## config.mk

```make
export PLATFORM = sky130hd
export DESIGN_NAME = l2_req_arbiter
export DESIGN_NICKNAME = d
export VERILOG_FILES = /design/src/rtl/l2_req_arbiter.sv
export SDC_FILE = /design/constraint.sdc
export NUM_CORES = 1
export LEC_CHECK = 0
export CORE_AREA = 4 4 247 249
export DETAILED_ROUTE_END_ITERATION = 7
export DIE_AREA = 0 0 251 253
export GPL_TIMING_DRIVEN = 0
export SLEW_MARGIN = 20
export SYNTH_ARGS = -nofsm -noshare
export SYNTH_HDL_FRONTEND = slang
export SYNTH_SLANG_ARGS = --single-unit
```

## constraint.sdc

```tcl
create_clock -name clk -period 3.3 [get_ports clk]
set_input_delay 0.33 -clock clk [delete_from_list [all_inputs] [get_ports clk]]
set_output_delay 0.33 -clock clk [all_outputs]
set_load 0.01 [all_outputs]
```

## src/rtl/l2_req_arbiter.sv

```systemverilog
// ---------------------------------------------------------------------------
// l2_req_arbiter
//
// Front-end of the shared L2 cache. Collects miss/writeback requests from
// NUM_CORES private L1 controllers, picks one per cycle round-robin, and
// presents it on a registered L2 request channel. L2 responses are steered
// back to the originating core by ID. Each core may have at most one request
// outstanding; a core stays ineligible from grant until its response.
//
// Ports
//   clk, rst                 clock, synchronous active-low reset
//   core_req_valid/ready     per-core request handshake (ready is one-hot/zero)
//   core_req_addr/we/wdata   per-core request payload, core i at slice i
//   l2_req_valid/ready       registered request channel to L2
//   l2_req_addr/we/wdata/id  request payload and originating core
//   l2_resp_valid/id/rdata   L2 response (always accepted)
//   core_resp_valid          one-hot, one-cycle response strobe
//   core_resp_rdata          registered response data shared by all cores
//   err_spurious_resp        sticky: response for a core with nothing pending
// ---------------------------------------------------------------------------
module l2_req_arbiter #(
  parameter int NUM_CORES = 4,
  parameter int ADDR_W    = 32,
  parameter int DATA_W    = 64,
  parameter int ID_W      = $clog2(NUM_CORES)
) (
  input  logic                          clk,
  input  logic                          rst,
  input  logic [NUM_CORES-1:0]          core_req_valid,
  output logic [NUM_CORES-1:0]          core_req_ready,
  input  logic [NUM_CORES*ADDR_W-1:0]   core_req_addr,
  input  logic [NUM_CORES-1:0]          core_req_we,
  input  logic [NUM_CORES*DATA_W-1:0]   core_req_wdata,
  output logic                          l2_req_valid,
  input  logic                          l2_req_ready,
  output logic [ADDR_W-1:0]             l2_req_addr,
  output logic                          l2_req_we,
  output logic [DATA_W-1:0]             l2_req_wdata,
  output logic [ID_W-1:0]               l2_req_id,
  input  logic                          l2_resp_valid,
  input  logic [ID_W-1:0]               l2_resp_id,
  input  logic [DATA_W-1:0]             l2_resp_rdata,
  output logic [NUM_CORES-1:0]          core_resp_valid,
  output logic [DATA_W-1:0]             core_resp_rdata,
  output logic                          err_spurious_resp
);

  logic [NUM_CORES-1:0] busy;
  logic [NUM_CORES-1:0] eligible;
  logic [NUM_CORES-1:0] grant_oh;
  logic [NUM_CORES-1:0] resp_hit;
  logic [ID_W-1:0]      last_grant;
  logic [ID_W-1:0]      grant_id;
  logic [ID_W-1:0]      scan_id;
  logic                 found;
  logic                 slot_free;
  logic                 do_grant;
  logic                 spurious;
  logic [ADDR_W-1:0]    sel_addr;
  logic                 sel_we;
  logic [DATA_W-1:0]    sel_wdata;

  // busy is the registered value, so a core whose response lands this cycle
  // is still ineligible until the following cycle.
  assign eligible  = core_req_valid & ~busy;
  assign slot_free = !l2_req_valid || l2_req_ready;

  // Round-robin scan: start one past last_grant and wrap at NUM_CORES-1,
  // which also covers core counts that are not powers of two.
  always_comb begin
    // NOTE: every variable gets a default before any conditional assignment,
    // otherwise paths that skip the assignment would infer a latch.
    found    = 1'b0;
    grant_id = '0;
    scan_id  = last_grant;
    for (int k = 0; k < NUM_CORES; k++) begin
      scan_id = (scan_id == ID_W'(NUM_CORES - 1)) ? '0 : scan_id + 1'b1;
      if (!found && eligible[scan_id]) begin
        found    = 1'b1;
        grant_id = scan_id;
      end
    end
  end

  // Grants are suppressed while reset is held so core_req_ready reads 0.
  assign do_grant = rst && slot_free && found;

  always_comb begin
    grant_oh  = '0;
    resp_hit  = '0;
    sel_addr  = '0;
    sel_we    = 1'b0;
    sel_wdata = '0;
    for (int i = 0; i < NUM_CORES; i++) begin
      grant_oh[i] = do_grant && (grant_id == ID_W'(i));
      // A response only counts if the addressed core really has one pending;
      // IDs beyond NUM_CORES-1 match no core and fall out as spurious.
      resp_hit[i] = l2_resp_valid && (l2_resp_id == ID_W'(i)) && busy[i];
      if (grant_id == ID_W'(i)) begin
        sel_addr  = core_req_addr[i*ADDR_W +: ADDR_W];
        sel_we    = core_req_we[i];
        sel_wdata = core_req_wdata[i*DATA_W +: DATA_W];
      end
    end
  end

  assign spurious       = l2_resp_valid && !(|resp_hit);
  assign core_req_ready = grant_oh;

  // NOTE: sequential state uses non-blocking assignments so every register
  // samples pre-edge values regardless of statement order.
  always_ff @(posedge clk) begin
    if (!rst) begin
      // NOTE: the payload registers are reset too, not only the valid bits,
      // because all outputs must read zero during and right after reset.
      busy              <= '0;
      last_grant        <= ID_W'(NUM_CORES - 1);
      l2_req_valid      <= 1'b0;
      l2_req_addr       <= '0;
      l2_req_we         <= 1'b0;
      l2_req_wdata      <= '0;
      l2_req_id         <= '0;
      core_resp_valid   <= '0;
      core_resp_rdata   <= '0;
      err_spurious_resp <= 1'b0;
    end else begin
      if (do_grant) begin
        l2_req_valid <= 1'b1;
        l2_req_addr  <= sel_addr;
        l2_req_we    <= sel_we;
        l2_req_wdata <= sel_wdata;
        l2_req_id    <= grant_id;
        last_grant   <= grant_id;
      end else if (slot_free) begin
        l2_req_valid <= 1'b0;
      end

      // A core cannot be both granted (needs !busy) and legitimately
      // answered (needs busy) in one cycle, so clear and set never collide.
      busy            <= (busy & ~resp_hit) | grant_oh;
      core_resp_valid <= resp_hit;
      if (|resp_hit) begin
        core_resp_rdata <= l2_resp_rdata;
      end
      if (spurious) begin
        err_spurious_resp <= 1'b1;
      end
    end
  end

endmodule

```

==> results.rst <==
.. list-table::
   :header-rows: 1

   * - Metric
     - Value
   * - Result of the run
     - completed
   * - Type of the most critical hold path
     - primary input to register
   * - Number of routed nets with antenna violations
     - 0
   * - Share of the yosys chip area belonging to registers
     - about two fifths
   * - Final period demand of the worst path
     - 3160 ps
   * - Clock root buffer
     - sky130_fd_sc_hd__clkbuf_16
   * - CTS Buffer Depth
     - 2
   * - Number of vias per cell
     - around 4.3
   * - Worst R2R Start
     - busy[2]$_SDFF_PN0_
   * - Cell type with the highest aggregate area in the netlist
     - sky130_fd_sc_hd__dfxtp_1
   * - Clock-pin slew on the worst setup and hold paths
     - roughly 80 ps
   * - Critical Path End Type
     - output pin
   * - Cell breakdown of the critical path
     - clkdlybuf4s50_1 -> clkbuf_1 -> nand3_1 -> clkbuf_1 -> nor2_4 -> dlygate4sd2_1
   * - Hold violation total from the final report
     - 0
   * - Critical path buffer and inverter count
     - 4
   * - Share of the cycle needed by the critical path after routing
     - a little over nine tenths
   * - Critical path type
     - primary input to output pin
   * - Unique cell type count in the Yosys netlist
     - 44
   * - DRT Pass-1 Iters
     - 5
   * - Pin count of the biggest net entering global routing
     - 20
   * - Post-layout nets
     - approximately 2100
   * - P&R area growth vs syn
     - 96.46%
   * - Mapped cell area
     - about 0.0084 mm^2
   * - Cell Count Post-Placement
     - 2420
   * - Net count after synthesis
     - ~1500
   * - Maximum single-stage delay on the critical path
     - between 500 and 600 ps
   * - Avg WL per Cell
     - about 22 um
   * - Dominant delay contributor by cell family on the critical path
     - buffers and inverters
   * - Effective utilization at floorplan
     - between 10 and 15%
   * - Achievable clock frequency
     - 316.4 MHz
   * - Cts bufs inserted
     - 17
   * - CP required
     - around 3000 ps
   * - Total global routing overflow
     - 0
   * - Cell with the biggest individual delay on the critical path
     - sky130_fd_sc_hd__clkbuf_1
   * - I/O pin count
     - between 600 and 700
   * - Chip width
     - between 200 and 300 um
   * - Total via count after detailed routing
     - 10610
   * - Max-cap violations
     - 0
   * - Final std cells w/o fill
     - 2461
   * - P per Cell Area
     - approximately 670 mW/mm^2
   * - Total wire length
     - around 54000 um
   * - Number of DRC markers in iteration 0
     - between 500 and 600
   * - Routability-driven placement congestion ratio
     - between 0.9 and 1
   * - Overall track demand over capacity in global routing
     - ~16%
   * - Cell repeated most along the worst path
     - sky130_fd_sc_hd__clkbuf_1
   * - Synthesized netlist cell count
     - between 1000 and 1500
   * - Post-Route Skew
     - 19.82 ps
   * - Floorplan die area
     - 0.06350 mm^2
   * - Die H
     - 253 um
   * - HPWL Detailed
     - approximately 44000 um
   * - Yosys warns
     - 0
   * - Worst hold-check slack
     - around 250 ps
   * - Launch point of the worst hold path
     - l2_resp_valid
   * - Final setup vio count
     - 0
   * - Skew-Pair Late Insertion Delay
     - between 400 and 500 ps
   * - Antenna violations before repair
     - 5
   * - Hold-fix buffers, CTS
     - 0
   * - Slew at the pin with the worst max-slew slack
     - just over 1000 ps
   * - Leakage
     - 5.835 nW
   * - Seq cells post-synth
     - around 180
   * - Worst VDD drop
     - approximately 0.37 mV
   * - Yosys top cell area share
     - a little over two fifths
   * - Maximum level of the CTS H-tree
     - 4
   * - Clock tree from TritonCTS
     - done
   * - Critical path startpoint
     - rst
   * - Pins Over Slew Limit
     - 0
   * - Core Rows
     - 89
   * - Headroom to the max-slew limit
     - a little under a third
   * - Largest fanout on the critical path
     - 10
   * - IO Port Bufs
     - roughly 630
   * - Number of global-route vias before repair
     - between 10000 and 15000
   * - Largest cells by area after synthesis
     - sky130_fd_sc_hd__dfxtp_1 (42%), sky130_fd_sc_hd__nand2_1 (9.8%), sky130_fd_sc_hd__o221ai_1 (6.0%), sky130_fd_sc_hd__a21oi_1 (5.7%), sky130_fd_sc_hd__a211oi_1 (4.6%)
   * - Num Clock Sinks
     - between 150 and 200
   * - Core region area
     - just under 0.06 mm^2
   * - Total DRC errors in the routed layout
     - 0
   * - Ratio of cells with drive above 1 in the final layout
     - between 6 and 7%
   * - Global-route wire length before repair
     - between 70000 and 80000 um
   * - Arrival time at the worst endpoint
     - 2830 ps
   * - Synthesized area per cell
     - 8.256 um^2
   * - Critical path launch point type
     - primary input
   * - RSZ-0062 raised after global routing
     - no
registers in the layout, summed over array words and instances (netlist names):
signal / cells
core_resp_valid: 4
busy: 4
l2_req_wdata: 64
core_resp_rdata: 64
l2_req_valid: 1
l2_req_addr: 32
last_grant: 2
l2_req_we: 1
l2_req_id: 2
err_spurious_resp: 1
stage by stage:
| stage | util [%] | total power [mW] | TNS, ps | area, um^2 | worst slack, ps |
|---|---|---|---|---|---|
| final | 28.03 | 11.02 | 0 | 16450 | 139.8 |
| after global placement | 26.71 | 8.748 | -4735 | 15680 | -672.5 |
| after floorplan | - | 5.727 | 0 | 8372 | 1223 |
| after detailed placement | 26.72 | 8.812 | -2939 | 15680 | -732.3 |
| after global routing | 28.02 | 11.69 | 0 | 16440 | 3.317 |
| after CTS | 27.99 | 11.21 | 0 | 16420 | 5.869 |
report_power, final:
| group | total, mW | leakage (nW) | internal [mW] | switching, mW |
|---|---|---|---|---|
| Combinational | 5.88 | 4.10 | 2.72 | 3.16 |
| Sequential | 2.98 | 1.44 | 2.66 | 0.322 |
| Clock | 2.16 | 0.298 | 1.09 | 1.07 |
final cells by class:
type,instances,area (um^2)
Fill cell,6250,42240
Clock inverter,15,187.7
Inverter,3,13.76
Tap cell,773,967.2
Buffer,97,483.0
Multi-Input combinational cell,738,4468
Timing Repair Buffer,642,6396
Clock buffer,17,425.4
Sequential cell,175,3503
Antenna cell,1,2.502
per-layer routing:
metal | share of wire, % | vias to the layer above | track usage [%] | wire, um
li1 | - | 5044 | - | -
met3 | 7.9 | 53 | 5.505 | 4276
met2 | 50 | 496 | 29.13 | 27040
met5 | 0.063 | - | 0 | 34
met1 | 40 | 5011 | 18.52 | 21610
met4 | 2.2 | 6 | 4.866 | 1201
Yosys cell counts, drive strengths merged:
| cell | count |
|---|---|
| a211oi | 51 |
| a21boi | 2 |
| a21o | 1 |
| a21oi | 97 |
| a221oi | 12 |
| a22oi | 1 |
| a2bb2oi | 22 |
| a31oi | 15 |
| and2 | 2 |
| and2b | 1 |
| and3 | 50 |
| buf | 45 |
| clkbuf | 53 |
| dfxtp | 175 |
| ha | 1 |
| inv | 3 |
| mux2 | 18 |
| mux2i | 38 |
| mux4 | 1 |
| nand2 | 220 |
| nand2b | 5 |
| nand3 | 42 |
| nand3b | 1 |
| nand4 | 1 |
| nor2 | 14 |
| nor2b | 5 |
| nor3 | 7 |
| nor4 | 1 |
| o211ai | 1 |
| o21a | 5 |
| o21ai | 52 |
| o221ai | 57 |
| o22ai | 6 |
| o32ai | 7 |
| or2 | 1 |
| or3 | 1 |
worst min-delay path, stage by stage:
cell	delay (ps)
sky130_fd_sc_hd__clkbuf_1	150
sky130_fd_sc_hd__nand2_1	150
sky130_fd_sc_hd__nor2_1	60
cells by family (layout without fill, tap and decap cells):
group	after synthesis	in the layout	synth area share, %
other	0	1	0
buffers and inverters	101	774	5.814
AOI/OAI and AO/OA	329	329	26.39
adders and majority gates	1	1	0.1494
and+or+nand+nor	351	351	18.56
muxes	57	57	7.233
DFF	175	175	41.85
worst paths after layout:
check                                  end  slack [ps]  depth (start not counted)
max                      core_req_ready[0]         140                          6
min          core_resp_valid[3]$_SDFF_PN0_         250                          3
min reg2reg   l2_req_addr[15]$_SDFFE_PN0N_         450                          2
max reg2reg   l2_req_wdata[7]$_SDFFE_PN0N_         300                         10
timing repair:
| action | 4_1_cts | 5_1_grt |
|---|---|---|
| resized for setup | 22 | 6 |
| gates cloned | 0 | 0 |
| setup buffers | 9 | 0 |
| pin swaps | 3 | 2 |
| setup endpoints to repair | 4 | 4 |
cell usage in the layout, fill, tap and decap left out, types with 4 or more instances in the layout:
master / n
sky130_fd_sc_hd__a31oi_1: 15
sky130_fd_sc_hd__dfxtp_1: 175
sky130_fd_sc_hd__o32ai_1: 7
sky130_fd_sc_hd__buf_2: 16
sky130_fd_sc_hd__a221oi_1: 12
sky130_fd_sc_hd__clkinv_8: 4
sky130_fd_sc_hd__mux2_1: 4
sky130_fd_sc_hd__mux2i_1: 38
sky130_fd_sc_hd__clkdlybuf4s50_1: 630
sky130_fd_sc_hd__nand2_1: 219
sky130_fd_sc_hd__o22ai_1: 6
sky130_fd_sc_hd__mux2_2: 14
sky130_fd_sc_hd__a2bb2oi_1: 22
sky130_fd_sc_hd__a211oi_1: 48
sky130_fd_sc_hd__o21a_1: 4
sky130_fd_sc_hd__clkbuf_1: 52
sky130_fd_sc_hd__buf_1: 8
sky130_fd_sc_hd__buf_4: 23
sky130_fd_sc_hd__and3_1: 50
sky130_fd_sc_hd__inv_6: 4
sky130_fd_sc_hd__o221ai_1: 57
sky130_fd_sc_hd__a21oi_1: 96
sky130_fd_sc_hd__inv_8: 4
sky130_fd_sc_hd__nand2b_1: 5
sky130_fd_sc_hd__nand3_1: 41
sky130_fd_sc_hd__o21ai_1: 50
sky130_fd_sc_hd__nor2b_1: 5
sky130_fd_sc_hd__nor2_1: 11
sky130_fd_sc_hd__buf_6: 6
sky130_fd_sc_hd__nor3_1: 7
sky130_fd_sc_hd__clkbuf_16: 17
(Power assumes the default switching activity.)
